`src/rtl/concat_reduce_pipe_if.sv`:
```
// rtl/concat_reduce_pipe_if.sv - handshake, data and checksum bundle for concat_reduce_pipe
interface concat_reduce_pipe_if #(
  parameter int NCH   = 4,
  parameter int W     = 8,
  parameter int OUT_W = 32
);
  logic               in_valid;
  logic               in_ready;
  logic [NCH*W-1:0]   in_data;
  logic               out_valid;
  logic               out_ready;
  logic [OUT_W-1:0]   out_data;
  logic               sum_clr;
  logic [OUT_W-1:0]   checksum;
  logic [15:0]        count;

  modport master (
    output in_valid, in_data, out_ready, sum_clr,
    input  in_ready, out_valid, out_data, checksum, count
  );

  modport slave (
    input  in_valid, in_data, out_ready, sum_clr,
    output in_ready, out_valid, out_data, checksum, count
  );
endinterface

```
`src/rtl/concat_reduce_pipe.sv`:
```
// rtl/concat_reduce_pipe.sv - two-stage channel reduce pipeline with XOR checksum and count
// Stage 1 reduces the channels to cond/par, stage 2 forms the result; both stall on backpressure.
module concat_reduce_pipe #(
  parameter int NCH   = 4,
  parameter int W     = 8,
  parameter int OUT_W = 32,
  parameter int SEXT  = 0
) (
  input logic               clk,
  input logic               rst,
  concat_reduce_pipe_if.slave bus
);
  localparam logic [OUT_W-1:0] ONE_EXT =
    (SEXT != 0) ? {OUT_W{1'b1}} : {{(OUT_W-1){1'b0}}, 1'b1};

  logic             v1, v2;
  logic             cond_q, par_q;
  logic             en1, en2, xfer;
  logic [W-1:0]     xall;
  logic [OUT_W-1:0] data_q, sum_q;
  logic [15:0]      cnt_q;

  always_comb begin
    xall = '0;
    for (int k = 0; k < NCH; k++) begin
      xall = xall ^ bus.in_data[k*W +: W];
    end
  end

  assign en2  = !v2 || bus.out_ready;
  assign en1  = !v1 || en2;
  assign xfer = v2 && bus.out_ready;

  always_ff @(posedge clk or posedge rst) begin
    if (rst) begin
      v1     <= 1'b0;
      cond_q <= 1'b0;
      par_q  <= 1'b0;
    end else if (en1) begin
      v1     <= bus.in_valid;
      cond_q <= |bus.in_data[(NCH-1)*W +: W];
      par_q  <= ~^xall;
    end
  end

  always_ff @(posedge clk or posedge rst) begin
    if (rst) begin
      v2     <= 1'b0;
      data_q <= '0;
    end else if (en2) begin
      v2 <= v1;
      if (v1) begin
        data_q <= cond_q ? ONE_EXT : {{(OUT_W-1){1'b0}}, par_q};
      end
    end
  end

  // A clear coinciding with a transfer discards that beat's contribution.
  always_ff @(posedge clk or posedge rst) begin
    if (rst) begin
      sum_q <= '0;
      cnt_q <= '0;
    end else if (bus.sum_clr) begin
      sum_q <= '0;
      cnt_q <= '0;
    end else if (xfer) begin
      sum_q <= sum_q ^ data_q;
      if (cnt_q != 16'hFFFF) begin
        cnt_q <= cnt_q + 16'd1;
      end
    end
  end

  assign bus.in_ready  = en1;
  assign bus.out_valid = v2;
  assign bus.out_data  = data_q;
  assign bus.checksum  = sum_q;
  assign bus.count     = cnt_q;
endmodule

```
`src/flat_wrapper.sv`:
```
// flat-port wrapper written by rule: the top's interface ports become plain ports
module concat_reduce_pipe_flat 
#(
  parameter int NCH   = 4,
  parameter int W     = 8,
  parameter int OUT_W = 32,
  parameter int SEXT  = 0
)
  (clk, rst, bus_in_valid, bus_in_data, bus_out_ready, bus_sum_clr, bus_in_ready, bus_out_valid, bus_out_data, bus_checksum, bus_count);
  concat_reduce_pipe_if #(.NCH(NCH), .W(W), .OUT_W(OUT_W)) bus_i ();
  input logic clk;
  input logic rst;
  input wire logic [$bits(bus_i.in_valid)-1:0] bus_in_valid;
  input wire logic [$bits(bus_i.in_data)-1:0] bus_in_data;
  input wire logic [$bits(bus_i.out_ready)-1:0] bus_out_ready;
  input wire logic [$bits(bus_i.sum_clr)-1:0] bus_sum_clr;
  output wire logic [$bits(bus_i.in_ready)-1:0] bus_in_ready;
  output wire logic [$bits(bus_i.out_valid)-1:0] bus_out_valid;
  output wire logic [$bits(bus_i.out_data)-1:0] bus_out_data;
  output wire logic [$bits(bus_i.checksum)-1:0] bus_checksum;
  output wire logic [$bits(bus_i.count)-1:0] bus_count;
  assign bus_i.in_valid = bus_in_valid;
  assign bus_i.in_data = bus_in_data;
  assign bus_i.out_ready = bus_out_ready;
  assign bus_i.sum_clr = bus_sum_clr;
  assign bus_in_ready = bus_i.in_ready;
  assign bus_out_valid = bus_i.out_valid;
  assign bus_out_data = bus_i.out_data;
  assign bus_checksum = bus_i.checksum;
  assign bus_count = bus_i.count;
  concat_reduce_pipe #(.NCH(NCH), .W(W), .OUT_W(OUT_W), .SEXT(SEXT)) u_core (.clk(clk), .rst(rst), .bus(bus_i));
endmodule
```
`config.mk`:
```
export PLATFORM = sky130hd
export DESIGN_NAME = concat_reduce_pipe_flat
export DESIGN_NICKNAME = d
export VERILOG_FILES = /design/src/rtl/concat_reduce_pipe_if.sv /design/src/rtl/concat_reduce_pipe.sv /design/src/flat_wrapper.sv
export SDC_FILE = /design/constraint.sdc
export NUM_CORES = 1
export LEC_CHECK = 0
export BUFFER_PORTS_ARGS = -buffer_cell sky130_fd_sc_hd__buf_2
export CAP_MARGIN = 15
export CORE_MARGIN = 2
export CORE_UTILIZATION = 38
export CTS_CLUSTER_SIZE = 10
export DETAILED_ROUTE_END_ITERATION = 7
export GPL_TIMING_DRIVEN = 0
export PLACE_DENSITY = 0.76
export SLEW_MARGIN = 30
export SYNTH_ARGS = -nofsm -noshare
export SYNTH_HDL_FRONTEND = slang
export SYNTH_SLANG_ARGS = --single-unit
```
`constraint.sdc`:
```
create_clock -name clk -period 1.55 [get_ports clk]
set_clock_uncertainty 0.15 [all_clocks]
set_input_delay 0.2325 -clock clk [delete_from_list [all_inputs] [get_ports clk]]
set_output_delay 0.2325 -clock clk [all_outputs]
set_load 0.005 [all_outputs]
```
**Yosys cells after proc, flatten, opt, wreduce, memory -nomap -nowiden**

Index checks and enable logic that the tools add are counted.

- Flip-flop bits (word level): 84
- Output and inout bits: 82
- Input bits: 37
- Word-level logic and storage cells: 30

- Equal/unequal tests: 1
- Reduce and logical (&&, ||, !) cells: 11
- Bitwise logic cells: 4
- Add/subtract/negate cells: 1
- Mux-type cells: 6

Operators by type and width:

| kind | number |
|---|---|
| 32-bit two-way mux | 2 |
| 16-bit two-way mux | 3 |
| 32-bit bitwise XOR | 1 |
| 8-bit bitwise XOR | 3 |
| 16-bit by 1-bit adder with 16-bit output, second input constant | 1 |
| 16-bit inequality test, second input constant | 1 |
| 8-bit OR reduction | 1 |
| 8-bit XNOR reduction | 1 |
| 2-bit AND reduction | 2 |
| 2-bit nonzero test | 2 |
| 1-bit zero test | 2 |
| 1-bit logical OR | 2 |
| 1-bit logical AND | 1 |
| 1-bit two-way mux | 1 |

**Logic depth before layout (Yosys ltp)**

- Depth after elaboration: 4
- Mapped depth: 7
- Depth with buffers taken out: 7

**Worst setup path after synthesis**

No wires, ideal clock.

- Path type: register -> register
- Start: reg u_core.cnt_q[4], in the netlist u_core.bus.count[4]
- End: reg u_core.cnt_q[15], in the netlist u_core.bus.count[15]
- Clock period less this slack: 1723 ps
- Data required time: 1268 ps
- Path buffers: 0
- Data arrival time: 1442 ps
- Library setup time: 132 ps
- Path slack: -173 ps
- Stages on the path, launching flop included: 7
- Cell sequence: dfrtp_1 nand4_2 or2_4 nor4_2 nand4_1 xor2_1 nor2_1

- Longest elaborated chain between the ends: 4
- Elaborated cells on any way between the ends: 7
- Those cells by class: add/sub (1); eq/ne (1); mux (3); reduce/logical (2)

Ends and longest elaborated chain:

| what | RTL line | source |
|---|---|---|
| from (decl) | concat_reduce_pipe.sv:21 | `logic [15:0] cnt_q;` |
| from (signal assigned) | concat_reduce_pipe.sv:69 | `cnt_q <= cnt_q + 16'd1;` |
| 16-bit by 1-bit adder with 16-bit output | concat_reduce_pipe.sv:69 |  |
| 16-bit two-way mux | concat_reduce_pipe.sv:68 | `if (cnt_q != 16'hFFFF) begin` |
| 16-bit two-way mux | concat_reduce_pipe.sv:66 | `end else if (xfer) begin` |
| 16-bit two-way mux | concat_reduce_pipe.sv:63 | `end else if (bus.sum_clr) begin` |

Parallel ways exist; a longest one is shown, timed or not. The select of a mux whose other input is x is not followed.
A chain may end at the register's enable or synchronous reset.

**Final worst setup path**

- Start: reg u_core.cnt_q[0], in the netlist u_core.bus.count[0]
- End: reg u_core.cnt_q[2], in the netlist u_core.bus.count[2]

The elaborated chain is that of the path after synthesis.

==> summary.md <==
| Metric | Value |
|---|---|
| CP Max Fanout | 3 |
| Total power divided by cell area | a little under 600 nW/um2 |
| Sum of negative setup slack | -1.95 ns |
| Post-synthesis sequential area ratio | between 30 and 40% |
| Cell types occupying the most area after synthesis | dfrtp_1 (30%), buf_4 (26%), xnor2_1 (17%), nor2_1 (5.4%), xor2_1 (4.3%) |
| Vias post-DR | roughly 1600 |
| Antenna diode count | 0 |
| Switch share | approximately 27% |
| Worst endpoint required time | ~1.5 ns |
| Clock transition at the register clock pins on the worst setup and hold paths after CTS | 0.08 ns |
| Top-count cell post-synth | buf_4 |
| Count of final setup violators | 16 |
| Post-synthesis register bit count | 22 |
| Layout net count | a little under 400 |
| Maximum number of pins on one net before global-route repair | 23 |
| Number of iterations in the first detailed-routing pass | 4 |
| Global-route wire length before repair | around 5600 um |
| Total DRC errors in the routed layout | 0 |
| Setup slack at placement | -0.201 ns |
| Internal power summed over all cells | around 1.1 mW |
| Starting density of the core | between 30% and 40% |
| Fill count | about 400 |
| Number of hold buffers added after cts | 0 |
| Die span in x | 73.1 um |
| Layout overhead on the synthesized area | 46.2% |
| Number of placement rows | 25 |
| Die Height | about 73 um |
| Max-slew violation total from the final report | 0 |
| Routability congestion estimate | 0.817 |
| Achievable clock frequency | ~570 MHz |
| CP Launch Type | register |
| Latest clock arrival within the worst-skew pair | between 0.2 and 0.3 ns |
| Instance count of the mapped netlist | 210 |
| All-layer global routing usage | approximately 13% |
| Type of the worst setup path | reg2reg |
| Synthesized cell area | ~1800 um2 |
| Detailed placement HPWL | between 2000 and 3000 um |
| Total power draw | around 1.6 mW |
| Initial drt markers | 54 |
| Ratio of final minimum period to clock period | 113% |
| Remaining global-route overflow | 0 |
| Mean post-synth cell area | ~8.6 um2 |
| Final WL | between 3000 and 4000 um |
| Violations in the final reports | negative hold slack, negative setup slack |
| Part of the power in combinational logic | between 30% and 40% |
| Average vias per placed instance | a little under 4 |
| Fin Hold WS | -0.0153 ns |
| Count of flip-flops with a built-in enable after synthesis | 0 |
| Cell class contributing the biggest share of worst-path delay | simple AND/OR/NAND/NOR gates |
| Outcome | finished with violations |
| Synthesis warning total | 0 |
| Min cycle time layout | between 1.5 and 2 ns |
| CTS Buf Count | 3 |
| Number of sinks driven by the clock tree | 22 |
| TritonCTS clock tree | yes |
| Largest stage delay on the critical path | about 0.38 ns |
| Number of global-route vias before repair | around 1400 |
| Max-capacitance violation count | 0 |
| Met1 routed wirelength after detailed routing | around 1500 um |
| Die footprint | ~5300 um2 |
| Share of post-route cells with drive strength above 1 | 44.5% |
| Number of standard cells in the layout, taps in and fillers out | 400 |
| Area of the core | 4660 um2 |
| Number of routed nets with antenna violations | 0 |
| Top flip-flop cell by instance count after synthesis | dfrtp_1 |
| Buffer levels on the longest clock path | 2 |
| Slew margin rel. | a little over two fifths |
| Leading post-synthesis cells by instance count | buf_4 (62), xnor2_1 (35), nor2_1 (26), dfrtp_1 (22), nand2_1 (10) |
| Unrepaired setup endpoints after global routing | yes |
| Slew at the pin closest to its max-slew limit | ~0.85 ns |
| Endpoint class of the critical path | register |
| Final WS setup | -0.202 ns |
| Number of input and output port buffers inserted | 55 |
| Library cell contributing the largest single delay on the critical path | dfrtp_1 |
| Worst vdd ir | 344 uV |
| Switching power summed over all nets | 427 uW |
| Top routing layer used | met4 |
| Number of endpoints with negative hold slack in the final report | 22 |
| Number of library cell types mapped by synthesis | 25 |
| Routed wire length per instance | 9.38 um |
| Leakage component of the power | approximately 1.4 nW |
| Leading area contributor after synthesis | dfrtp_1 |
| Clock root buffer | clkbuf_8 |
| Share of Yosys cell area claimed by the top area cell type | a little under a third |
| Critical-path cell list | ha_2, nand4_1, nor4_4, buf_4, nor2_2, nand2_1, xor2_1, nor2_1 |
| Crit path buffers/inverters | 1 |
| Share of flip-flops with an asynchronous set or reset after synthesis | 100% |
| Power share of the clock group | 26.5% |
| WL met2 | between 1500 and 2000 um |
| I/O pins | approximately 120 |
| Detailed route wirelength on metal3 | ~290 um |
| Placed Cells incl. Taps | 380 |
| Hold Path Class | in2async |
| Critical path arrival | ~1.7 ns |
| Reg power frac | about two fifths |
| CTS H-tree lvls | 1 |
| Antenna violations before repair | 0 |
==> layer usage <==
metal  global-route usage [%]  up-vias
met5                        0        -
met4                     2.47        0
met3                     2.21        2
met2                     24.6       74
met1                     14.8      692
li1                         -      819
==> final timing paths <==
kind	from	end	slack (ns)	cells past startpoint
max in group asynchronous	rst	u_core.bus.count[12]	0.75	2
max reg2reg	u_core.bus.count[0]	u_core.bus.count[2]	-0.20	8
min in group clk	bus_in_valid	u_core.v1	0.02	2
min	rst	u_core.bus.count[11]	-0.02	2
max	u_core.bus.count[0]	u_core.bus.count[2]	-0.20	8
min reg2reg	u_core.v1	u_core.bus.out_data[0]	0.38	1
==> placed cells by master (no fill, tap or decap), types with 2 or more instances in the layout <==
cell      synthesis  routed
a21oi_1           5       3
a21oi_2           0       2
a31oi_1           2       2
and3_1            2       2
buf_2             0      55
buf_4            62      78
clkbuf_1          2       2
clkbuf_8          0       4
conb_1            1      62
dfrtp_1          22      22
inv_1             3       3
nand2_1          10       8
nand2_2           0       2
nand2b_1          4       3
nand3_1           5       4
nand3b_1          2       2
nand4_1           3       3
nor2_1           26      24
nor2_2            0       2
nor4_1            4       3
nor4_4            0       2
o21ai_0           4       2
or2_4             1       2
or3_1             2       2
xnor2_1          35      34
xor2_1            9       9
==> power groups by stage <==
stage / clock network (mW) / registers, mW / logic, mW
after floorplan: 0 / 0.631 / 0.413
after global placement: 0 / 0.633 / 0.509
after detailed placement: 0 / 0.635 / 0.513
after CTS: 0.415 / 0.620 / 0.527
after global routing: 0.441 / 0.625 / 0.584
final: 0.413 / 0.620 / 0.526
==> final cells by class <==
| type | instances | area (um2) | share of cell area, % |
|---|---|---|---|
| sequential | 22 | 551 | 20.8 |
| inverter | 3 | 11.3 | 0.425 |
| tap | 54 | 67.6 | 2.55 |
| multi-input combinational | 182 | 1100 | 41.4 |
| clock buffer | 4 | 55.1 | 2.08 |
| buffer | 64 | 473 | 17.8 |
| timing repair buffer | 71 | 395 | 14.9 |
==> kinds of logic after synthesis <==
logic type                 synth area share [%]
and+or+nand+nor                            17.6
other                                     0.207
DFF                                        30.4
xor gates and xnor gates                   21.3
AOI/OAI and AO/OA                          3.17
buffers and inverters                      26.7
adders and majority gates                 0.690
==> state kept, by name, indices dropped and copies added (netlist names) <==
name / cells
u_core.bus.out_data: 1
u_core.cond_q: 1
u_core.v1: 1
u_core.bus.checksum: 1
u_core.par_q: 1
u_core.bus.count: 16
u_core.bus.out_valid: 1
==> metrics by stage <==
stage,utilization (%),instance area (um2),hold WS (ns)
after global placement,51.9,2420,0.273
final,56.9,2650,-0.0153
after detailed placement,51.9,2420,0.292
after global routing,56.9,2650,0.0511
after floorplan,-,2070,0.0717
after CTS,56.0,2610,0.0146
==> repair_timing <==
item	4_1_cts	5_1_grt
pin swaps	1	7
setup endpoints to repair	16	16
setup buffers	14	2
gates resized for setup	6	7
hold endpoints to repair	0	0
(Power assumes the default switching activity.)
